### src/rtl/pipeline_hazard_ctrl.sv
// Stall/flush sequencer for the 5-stage RV32I pipeline.
// Resolves load-use, branch, mul/div and data-memory wait hazards.
module pipeline_hazard_ctrl #(
  parameter int unsigned MULDIV_CYCLES = 4,
  parameter int unsigned CNT_W         = 32
) (
  input  logic             clk_i,
  input  logic             reset_ni,
  input  logic             id_valid_i,
  input  logic [4:0]       id_ra_index_w,
  input  logic [4:0]       id_rb_index_w,
  input  logic             id_uses_rb_i,
  input  logic [4:0]       ex_rd_index_r,
  input  logic             ex_mem_read_i,
  input  logic             ex_muldiv_i,
  input  logic             branch_taken_i,
  input  logic             mem_req_i,
  input  logic             mem_ready_i,
  output logic             stall_if_o,
  output logic             stall_id_o,
  output logic             stall_ex_o,
  output logic             stall_mem_o,
  output logic             flush_id_o,
  output logic             bubble_ex_o,
  output logic             bubble_mem_o,
  output logic             bubble_wb_o,
  output logic             muldiv_done_o,
  output logic [CNT_W-1:0] stall_cnt_o,
  output logic [CNT_W-1:0] flush_cnt_o
);

  typedef enum logic [1:0] {
    RUN      = 2'd0,
    MD_BUSY  = 2'd1,
    MEM_WAIT = 2'd2
  } state_e;

  localparam logic [3:0] MD_LOAD = 4'(MULDIV_CYCLES - 1);

  state_e           state_q, state_d, eff_st;
  logic [3:0]       md_cnt_q, md_cnt_d;
  logic             md_done_q, md_done_d;
  logic             from_md_q, from_md_d;
  logic [CNT_W-1:0] stall_cnt_q, flush_cnt_q;

  logic mem_wait, load_use, rb_hit, ra_hit;
  logic in_md, in_run, md_req;
  logic c_mw, c_md, c_br, c_acc, c_lu;

  logic s_if, s_id, s_ex, s_mem;
  logic f_id, b_ex, b_mem, b_wb;

  assign mem_wait = mem_req_i & ~mem_ready_i;

  assign ra_hit = id_ra_index_w == ex_rd_index_r;
  assign rb_hit = id_uses_rb_i
                & (id_rb_index_w == ex_rd_index_r);

  assign load_use = id_valid_i
                  & ex_mem_read_i
                  & (ex_rd_index_r != 5'd0)
                  & (ra_hit | rb_hit);

  // A released MEM_WAIT behaves as the state it froze, same cycle.
  always_comb begin
    if (state_q == MD_BUSY) begin
      eff_st = MD_BUSY;
    end else if (state_q == MEM_WAIT) begin
      eff_st = from_md_q ? MD_BUSY : RUN;
    end else begin
      eff_st = RUN;
    end
  end

  assign in_md  = eff_st == MD_BUSY;
  assign in_run = eff_st == RUN;
  assign md_req = ex_muldiv_i & ~md_done_q;

  assign c_mw  = mem_wait;
  assign c_md  = ~mem_wait & in_md;
  assign c_br  = ~mem_wait & in_run & branch_taken_i;
  assign c_acc = ~mem_wait & in_run
               & ~branch_taken_i & md_req;
  assign c_lu  = ~mem_wait & in_run
               & ~branch_taken_i & ~md_req
               & load_use;

  always_comb begin
    s_if  = 1'b0;
    s_id  = 1'b0;
    s_ex  = 1'b0;
    s_mem = 1'b0;
    f_id  = 1'b0;
    b_ex  = 1'b0;
    b_mem = 1'b0;
    b_wb  = 1'b0;
    unique case (1'b1)
      c_mw: begin
        s_if  = 1'b1;
        s_id  = 1'b1;
        s_ex  = 1'b1;
        s_mem = 1'b1;
        b_wb  = 1'b1;
      end
      c_md, c_acc: begin
        s_if  = 1'b1;
        s_id  = 1'b1;
        s_ex  = 1'b1;
        b_mem = 1'b1;
      end
      c_br: begin
        f_id = 1'b1;
        b_ex = 1'b1;
      end
      c_lu: begin
        s_if = 1'b1;
        s_id = 1'b1;
        b_ex = 1'b1;
      end
      default: ;
    endcase
  end

  assign stall_if_o    = s_if  & reset_ni;
  assign stall_id_o    = s_id  & reset_ni;
  assign stall_ex_o    = s_ex  & reset_ni;
  assign stall_mem_o   = s_mem & reset_ni;
  assign flush_id_o    = f_id  & reset_ni;
  assign bubble_ex_o   = b_ex  & reset_ni;
  assign bubble_mem_o  = b_mem & reset_ni;
  assign bubble_wb_o   = b_wb  & reset_ni;
  assign muldiv_done_o = md_done_q;
  assign stall_cnt_o   = stall_cnt_q;
  assign flush_cnt_o   = flush_cnt_q;

  always_comb begin
    state_d   = state_q;
    md_cnt_d  = md_cnt_q;
    md_done_d = md_done_q;
    from_md_d = from_md_q;
    if (mem_wait) begin
      state_d   = MEM_WAIT;
      from_md_d = in_md;
    end else begin
      state_d   = eff_st;
      md_done_d = 1'b0;
      if (c_md) begin
        md_cnt_d = md_cnt_q - 4'd1;
        if (md_cnt_q == 4'd1) begin
          state_d   = RUN;
          md_done_d = 1'b1;
        end
      end else if (c_acc) begin
        if (MULDIV_CYCLES == 1) begin
          md_done_d = 1'b1;
        end else begin
          md_cnt_d = MD_LOAD;
          state_d  = MD_BUSY;
        end
      end
    end
  end

  always_ff @(posedge clk_i or negedge reset_ni) begin
    if (!reset_ni) begin
      state_q     <= RUN;
      md_cnt_q    <= 4'd0;
      md_done_q   <= 1'b0;
      from_md_q   <= 1'b0;
      stall_cnt_q <= '0;
      flush_cnt_q <= '0;
    end else begin
      state_q     <= state_d;
      md_cnt_q    <= md_cnt_d;
      md_done_q   <= md_done_d;
      from_md_q   <= from_md_d;
      stall_cnt_q <= stall_cnt_q + CNT_W'(stall_if_o);
      flush_cnt_q <= flush_cnt_q + CNT_W'(flush_id_o);
    end
  end

endmodule

### config.mk
export PLATFORM = sky130hd
export DESIGN_NAME = pipeline_hazard_ctrl
export DESIGN_NICKNAME = d
export VERILOG_FILES = /design/src/rtl/pipeline_hazard_ctrl.sv
export SDC_FILE = /design/constraint.sdc
export NUM_CORES = 1
export LEC_CHECK = 0
export ABC_AREA = 1
export CAP_MARGIN = 20
export CORE_MARGIN = 1.5
export CORE_UTILIZATION = 51
export CTS_CLUSTER_SIZE = 24
export DETAILED_ROUTE_END_ITERATION = 16
export PLACE_DENSITY = 0.81
export SLEW_MARGIN = 25
export SYNTH_ARGS = -nofsm -noshare
export SYNTH_HDL_FRONTEND = slang
export SYNTH_SLANG_ARGS = --single-unit
### constraint.sdc
create_clock -name clk_i -period 2.5 [get_ports clk_i]
set_input_delay 0.25 -clock clk_i [delete_from_list [all_inputs] [get_ports clk_i]]
set_output_delay 0.25 -clock clk_i [all_outputs]
set_load 0.1 [all_outputs]
== Word level (Yosys, flattened, before mapping) ==
Index checks and enable logic that the tools add are counted.

* Output and inout bits: 73
* Bits in registers: 72
* Logic and storage cells: 65

* Reductions and logical operators: 8
* Equal/unequal tests: 6
* Add/sub/neg operators: 3
* Multiplexer cells: 17
* Bitwise operators: 25

{| class="wikitable"
|+ Operators by type and width
! kind !! number
|-
| 32-bit by 1-bit adder with 32-bit output || 2
|-
| 1-bit bitwise AND || 19
|-
| 1-bit two-way mux || 11
|-
| 5-bit == test || 2
|-
| 2-bit two-way mux || 4
|-
| 4-bit two-way mux || 2
|-
| 1-bit NOT || 5
|-
| 5-bit nonzero test || 1
|-
| 2-bit by 1-bit == test with 1-bit output (second input constant) || 2
|-
| 4-bit by 1-bit == test with 1-bit output (second input constant) || 1
|-
| 2-bit OR reduction || 2
|-
| 4-bit OR reduction || 1
|-
| 4-bit by 1-bit subtractor with 4-bit output (second input constant) || 1
|-
| 3-bit OR reduction || 1
|-
| 2-bit == test (second input constant) || 1
|-
| 2-bit zero test || 1
|-
| 2-bit AND reduction || 1
|-
| 2-bit nonzero test || 1
|-
| 1-bit bitwise OR || 1
|}

== Depth between registers and ports, before layout ==
Gate-level depths: netlist of run 1.

* Depth in word-level cells: 12
* Gate-level depth with buffers: 17
* Depth with buffers taken out: 17

== Least setup slack after synthesis of run 1 ==
Ideal clock, no wire load.

* Path type: register to register
* From: register md_done_q, in the netlist muldiv_done_o
* To: register stall_cnt_q[30], in the netlist stall_cnt_o[30]
* Path buffers: 0
* Setup slack: -0.965 ns
* Clock period less this slack: 3.465 ns
* Data required time: 2.378 ns
* Cell stages (with the launch flop): 16
* Arrival time: 3.343 ns
* Path through: dfrtp_1 -> nor2_1 -> nor2_1 -> o21ai_0 -> nor2_1 -> nand2_1 -> nand2_1 -> ha_1 -> ha_1 -> nand3_2 -> nor2_4 -> inv_1 -> nor2_2 -> nand2_1 -> nand2_1 -> nand2_1

* Word-level cells in the longest chain between the ends: 9
* Elaborated cells on any way between the ends: 10
* Those cells by class: 1 x add/sub; 1 x mux; 7 x bitwise; 1 x reduce/logical

{| class="wikitable"
|+ Ends and longest elaborated chain
! element !! RTL line !! text
|-
| from (decl) || 42 || <nowiki>logic md_done_q, md_done_d;</nowiki>
|-
| from (signal assigned) || 175 || <nowiki>md_done_q <= md_done_d;</nowiki>
|-
| 1-bit NOT (*) || 77 || <nowiki>assign md_req = ex_muldiv_i & ~md_done_q;</nowiki>
|-
| 1-bit bitwise AND (*) || 77 ||
|-
| 1-bit NOT || 85 || <nowiki>& ~branch_taken_i & ~md_req</nowiki>
|-
| 1-bit bitwise AND || 85 ||
|-
| 1-bit bitwise AND || 86 || <nowiki>& load_use;</nowiki>
|-
| 4-bit OR reduction (no source line) (*) || n/a ||
|-
| 1-bit two-way mux (*) || n/a ||
|-
| 1-bit bitwise AND (*) || n/a ||
|-
| via stall_id_o || 20 || <nowiki>output logic stall_id_o,</nowiki>
|-
| 32-bit by 1-bit adder with 32-bit output (*) || 177 || <nowiki>stall_cnt_q <= stall_cnt_q + CNT_W'(stall_if_o);</nowiki>
|-
| to (signal assigned) || 177 ||
|-
| to (decl) || 44 || <nowiki>logic [CNT_W-1:0] stall_cnt_q, flush_cnt_q;</nowiki>
|}

The timed path passes the listed nets; every way through them passes the cells marked *.
A chain may end at the register's enable or synchronous reset.

== Worst setup path after layout of run 1 ==
* From: input reset_ni
* To: register stall_cnt_q[14], in the netlist stall_cnt_o[14]

* Word-level cells in the longest chain between the ends: 2

{| class="wikitable"
|+ Ends and longest elaborated chain
! element !! RTL line !! text
|-
| from (decl) || 8 || <nowiki>input logic reset_ni,</nowiki>
|-
| 1-bit bitwise AND || 124 || <nowiki>assign stall_if_o = s_if & reset_ni;</nowiki>
|-
| 32-bit by 1-bit adder with 32-bit output || 177 ||
|}

Every way passes these cells.

==> impl_metrics.py, run 1 <==
metrics = {
    "outcome": {
        "status": "finished clean",
    },
    "cells_and_area": {
        "drive_above_1_share_pct": 21.50,
        "fin_util_pct": 70.89,
        "area_growth_pct": 32.24,
        "fill_cells": 650,
        "antenna_cells": 0,
        "nNetsFinal": 704,
        "final_common_cell": "nand2_1",
        "final_cell_mix": "215 x nand2_1, 88 x nor2_1, 73 x buf_4",
    },
    "pwr": {
        "vdd_ir_drop_max_v": 0.001035,
        "finalPower_mw": 4.094,
        "leakagePower_nw": 2.740,
        "p_per_area_mw_per_mm2": 736.0,
    },
    "route": {
        "routedWlPerCell_um": 13.96,
        "drt_iter0_drc": 155,
        "firstDrtPassIters": 5,
        "totalWireLength_mm": 10.91,
        "vias_per_cell": 5.111,
        "drcViolationCount": 0,
        "drtAntennaViolNets": 0,
        "vias": 3992,
    },
    "logic_synthesis": {
        "yosysWarnings": 0,
        "syn_nets": 590,
        "syn_inst": 560,
        "ys_types": 29,
        "async_flop_share_pct": 100.0,
        "synth_flop_cell": "dfrtp_1",
        "seq_area_frac_synth_pct": 42.83,
        "synth_enable_flop_cells": 0,
        "syn_avg_cell_area_sq_um": 7.512,
        "netlist_area_sq_mm": 0.004207,
        "yosys_register_bits": 72,
    },
    "place": {
        "portBuffers": 96,
        "gp_congestion": 0.9767,
        "place_worst_setup_slack_ns": -0.06959,
        "hpwl_mm": 8.521,
    },
    "worst_setup_path": {
        "crit_required_ns": 2.76,
        "critPathKind": "primary input to flop",
        "worstPathMaxFanout": 5,
        "start_kind": "primary input",
        "cp-end-kind": "flop",
        "cp_data_arrival_time_ns": 2.57,
    },
    "timing": {
        "slew_headroom_pct": 68.49,
        "final.setup.worst_slack_ns": 0.1883,
        "fin_skew_ns": 0.005981,
        "report.final.slew_viol_count": 0,
        "fin_crit_ns": 2.312,
        "setup_tns_ns": 0,
        "hold_violations": 0,
        "finalCritPeriodShare_pct": 92.47,
        "setup_violations": 0,
        "rsz0062_at_grt": "false",
        "worst_pin_slew_ns": 0.4726,
        "fmax_mhz": 432.6,
    },
    "floorplan": {
        "die_area_sq_mm": 0.008802,
        "start_util_pct": 53.60,
        "dieHeight_um": 93.82,
        "ios": 97,
        "die_w_um": 93.82,
        "rows": 32,
        "core_sq_mm": 0.007848,
    },
    "clock_tree": {
        "worstSkewPairLatency_ns": 0.35,
        "clock-root-buffer": "clkbuf_8",
        "clk_pin_slew_ns": 0.07,
        "cts.sinks": 72,
        "cts_inserted_buffers": 9,
        "htreeDepth": 3,
        "tritoncts": "yes",
        "clockBufferDepth": 2,
    },
    "hold_path": {
        "worstHoldPathType": "primary input to flop",
    },
    "global_routing": {
        "grt_max_degree": 52,
        "grt_pass1_vias": 4102,
        "grt_pass1_wl_mm": 18.80,
        "grtUsageTotal_pct": 27.21,
        "antenna_found_initial": 0,
        "overflow": 0,
    },
    "job": {
        "maxCapViolCount": 0,
    },
}
## final cells by class
class,instances,area [sq um],area share (%)
inverter,46,176.4,3.171
timing repair buffer,105,949.7,17.07
clock inverter,3,40.04,0.7197
multi-input combinational,440,2305,41.43
clock buffer,13,158.9,2.856
sequential,72,1805,32.46
tap,102,127.6,2.294
## power breakdown
group          internal, mW  switching (mW)
clock network         0.514           0.435
registers              1.30           0.205
logic                 0.442            1.19
## cells in the mapped netlist (3+ instances only)
| cell type | count | area [sq um] |
|---|---|---|
| inv_2 | 5 | 18.77 |
| nand2_4 | 3 | 33.78 |
| nand2_1 | 218 | 818.3 |
| nand3_1 | 15 | 75.07 |
| nor2_4 | 6 | 67.56 |
| nor2_1 | 92 | 345.3 |
| nor2_2 | 10 | 62.56 |
| nand2_2 | 5 | 31.28 |
| nand3b_1 | 27 | 202.7 |
| dfrtp_1 | 72 | 1802 |
| inv_1 | 41 | 153.9 |
| ha_1 | 6 | 75.07 |
| nand4_1 | 3 | 18.77 |
| xor2_1 | 19 | 166.4 |
| xnor2_1 | 15 | 131.4 |
| o21ai_0 | 5 | 25.02 |
## flip-flops by register name, indices dropped and copies added (netlist names)
register and flops:
md_cnt_q 4, stall_cnt_o 32, muldiv_done_o 1, flush_cnt_o 32, from_md_q 1, state_q 2
## worst max-delay path, cell delays in order
cell and delay (ns):
dlygate4sd3_1 0.53, buf_4 0.16, nand3_1 0.07, nor2_1 0.09, o21ai_0 0.10, nor2_1 0.13, nand2_2 0.11, nand2_8 0.09
ha_4 0.16, ha_4 0.16, nand3_4 0.10, nor2_4 0.19, inv_1 0.08, nor2_2 0.14, xor2_1 0.21
## per-stage QoR
stage                     hold slack (ns)  std cells  area, sq um
after floorplan                  -0.04559        560         4287
after global placement             0.3053        763         5328
after detailed placement           0.3104        763         5328
after CTS                          0.4600        780         5537
after global routing               0.4917        781         5563
final                              0.4639        781         5563
## cells by family (layout without fill, tap and decap cells)
| logic type | Yosys count | count (layout) | synth area share [%] |
|---|---|---|---|
| and+or+nand+nor | 390 | 390 | 42.50 |
| adders and majority gates | 6 | 6 | 1.785 |
| AOI/OAI and AO/OA | 10 | 10 | 1.338 |
| xor gates and xnor gates | 34 | 34 | 7.079 |
| DFF | 72 | 72 | 42.83 |
| buffers and inverters | 48 | 167 | 4.462 |
## metal layers
layer	GRT usage [%]	wire length (um)	share of wire, %
met1	32.71	4450	41
met2	48.13	5580	51
met3	3.641	549	5.0
met4	12.44	326	3.0
met5	0	0	0
## timing repair
action	CTS	global route
setup endpoints to repair	0	8
gates resized for setup	0	6
hold buffers	1	0
endpoints found under the hold margin	22	0
buffers inserted	0	1
## path summary, 6_finish.rpt
| kind | cells after the start | startpoint | slack (ns) | to |
|---|---|---|---|---|
| max | 15 | reset_ni | 0.19 | stall_cnt_o[14] |
| min in group asynchronous | 3 | reset_ni | 0.50 | flush_cnt_o[5] |
| min | 3 | mem_req_i | 0.46 | state_q[1] |
| min reg2reg | 2 | from_md_q | 0.50 | from_md_q |
| max in group asynchronous | 3 | reset_ni | 1.57 | muldiv_done_o |
| max reg2reg | 16 | from_md_q | 0.25 | flush_cnt_o[18] |
(Power assumes the default switching activity.)
==> inputs of run 2 (changes only) <==
--- a/config.mk
+++ b/config.mk
@@ -7,7 +7,7 @@
 export LEC_CHECK = 0
 export ABC_AREA = 1
 export CAP_MARGIN = 20
-export CORE_MARGIN = 1.5
+export CORE_MARGIN = 2
 export CORE_UTILIZATION = 51
 export CTS_CLUSTER_SIZE = 24
 export DETAILED_ROUTE_END_ITERATION = 16
==> run 2 against run 1 <==
Core utilization is 1.5 points lower. Global-route usage shrank 2.4 points. Final cell count is 0.38% higher. Critical path depth up 1. Largest cell class unchanged. First-iteration DRC count rose by 2.6%. Total power grew 4.8%. Via count down 1.6%. Critical endpoint is now flush_cnt_o[18].
==> impl_metrics.py, run 2 (synthesis results as in run 1) <==
metrics = {
    "outcome": {
        "status": "finished clean",
    },
    "worst_setup_path": {
        "cp_data_arrival_time_ns": 2.46,
        "cp-end-kind": "flop",
        "critPathKind": "flop to flop",
        "crit_required_ns": 2.74,
        "worstPathMaxFanout": 5,
        "start_kind": "flop",
    },
    "pwr": {
        "intPower_mw": 2.459,
        "p_per_area_mw_per_mm2": 764.2,
        "power_frac_comb_pct": 37.9,
        "sw_frac_of_total_pct": 42.68,
        "pwr-share-clk_pct": 27.1,
        "seqPwrFrac_pct": 35.0,
        "leakagePower_nw": 2.761,
        "vdd_ir_drop_max_v": 0.001035,
        "power_switching_mw": 1.831,
    },
    "route": {
        "vias": 3928,
        "drt_iter0_drc": 159,
        "drcViolationCount": 0,
        "vias_per_cell": 5.010,
        "firstDrtPassIters": 4,
        "routedWlPerCell_um": 13.31,
        "totalWireLength_mm": 10.44,
        "drtAntennaViolNets": 0,
    },
    "global_routing": {
        "overflow": 0,
        "antenna_found_initial": 0,
        "grt_max_degree": 64,
        "busiest_layer": "met2",
        "grt_pass1_vias": 3820,
        "use_met2_pct": 44.09,
        "grtUsageMet3_pct": 3.352,
        "use_met1_pct": 29.82,
        "grtUsageTotal_pct": 24.83,
        "grt_pass1_wl_mm": 17.38,
    },
    "timing": {
        "finalCritPeriodShare_pct": 88.78,
        "hold_violations": 0,
        "slew_headroom_pct": 47.20,
        "fmax_mhz": 450.6,
        "report.final.slew_viol_count": 0,
        "worst_pin_slew_ns": 0.7920,
        "setup_violations": 0,
        "fin_crit_ns": 2.220,
        "whs_ns": 0.3997,
        "rsz0062_at_grt": "false",
        "fin_skew_ns": 0.008337,
    },
    "job": {
        "maxCapViolCount": 0,
    },
    "cells_and_area": {
        "multiInputGateArea_sq_mm": 0.002300,
        "nNetsFinal": 704,
        "design_area_sq_mm": 0.005613,
        "fill_cells": 683,
        "final_common_cell": "nand2_1",
        "antenna_cells": 0,
        "register_area_sq_mm": 0.001805,
        "area_growth_pct": 33.43,
        "final_cell_mix": "216 x nand2_1, 89 x nor2_1, 74 x buf_4",
        "drive_above_1_share_pct": 21.50,
    },
    "floorplan": {
        "die_w_um": 94.82,
        "rows": 33,
        "core_sq_mm": 0.008093,
        "die_area_sq_mm": 0.008991,
        "start_util_pct": 51.98,
        "ios": 97,
        "dieHeight_um": 94.82,
    },
    "clock_tree": {
        "cts.sinks": 72,
        "htreeDepth": 3,
        "tritoncts": "yes",
        "clk_pin_slew_ns": 0.08,
        "clock-root-buffer": "clkbuf_8",
        "cts_inserted_buffers": 9,
        "worstSkewPairLatency_ns": 0.35,
        "clockBufferDepth": 2,
    },
    "place": {
        "gp_congestion": 0.9414,
        "portBuffers": 96,
        "hpwl_mm": 8.109,
        "dpl_cell_area_sq_mm": 0.005324,
    },
    "hold_path": {
        "worstHoldPathType": "primary input to asynchronous set/reset pin",
    },
}
-- run 2: cell count changes in the layout (fill, tap and decap cells not counted), sizes merged --
cell      previous run  this run
clkinvlp             1         2
bufinv               1         3
clkbuf              13        11
clkinv               2         1
-- run 2: worst paths after layout --
path / startpoint / endpoint / slack [ns] / cells after the start
worst max-delay path: state_q[1] / flush_cnt_o[18] / 0.28 / 16
worst min-delay path: reset_ni / md_cnt_q[3] / 0.40 / 3
worst max register to register: state_q[1] / flush_cnt_o[18] / 0.28 / 16
worst min register to register: from_md_q / from_md_q / 0.49 / 2
max in group asynchronous: reset_ni / stall_cnt_o[25] / 1.09 / 4
min in group clk_i: mem_req_i / state_q[1] / 0.46 / 3
-- run 2: timing repair --
item	in CTS	in global routing
resized for setup	0	3
hold buffers	1	0
endpoints found under the setup margin	0	3
hold endpoints to repair	9	0
buffers inserted	0	2
-- run 2: area by class of cell --
cell class                 instances  share of cell area, %
multi-input combinational        440                  40.97
sequential                        72                  32.17
timing repair buffer             105                  16.85
inverter                          46                  3.143
clock buffer                      11                  2.697
tap                              105                  2.341
clock inverter                     5                  1.828
-- run 2: power by group through the flow --
stage               registers [mW]  logic (mW)  clock network (mW)
CTS                           1.50        1.63                1.18
global route                  1.52        1.70                1.23
detailed placement            1.52        1.62                   0
floorplan                     2.14       0.549                   0
finish                        1.50        1.62                1.16
global placement              1.51        1.60                   0
-- run 2: layer usage --
| metal | vias up | share of wire [%] |
|---|---|---|
| li1 | 1962 | - |
| met1 | 1833 | 42 |
| met2 | 111 | 50 |
| met3 | 22 | 4.6 |
| met4 | 0 | 3.2 |
| met5 | - | 0 |
-- run 2: critical path, cell delays in order, from the launching register on --
cell and delay, ns:
dfrtp_1 0.39, nand2_1 0.06, nand2_1 0.04, nand2_1 0.13, inv_1 0.07, nor2_2 0.11, nand3_2 0.11, clkinvlp_4 0.13
ha_4 0.17, ha_2 0.22, nand3_4 0.14, nor2_8 0.20, nand2_4 0.08, nor2_4 0.11, nand2_1 0.05, nand2_1 0.06
nand2_1 0.05
-- run 2: through the flow --
| stage | power [mW] | utilization [%] | TNS (ns) | worst slack (ns) | cells |
|---|---|---|---|---|---|
| 2_1_floorplan | 2.690 | - | 0 | 0.01786 | 560 |
| 3_3_place_gp | 3.109 | 65.79 | 0 | 0.05641 | 765 |
| 3_5_place_dp | 3.144 | 65.79 | -0.07091 | -0.03119 | 765 |
| 4_1_cts | 4.305 | 69.05 | 0 | 0.1747 | 782 |
| 5_1_grt | 4.456 | 69.36 | 0 | 0.04591 | 784 |
| 6_report | 4.289 | 69.36 | 0 | 0.2805 | 784 |
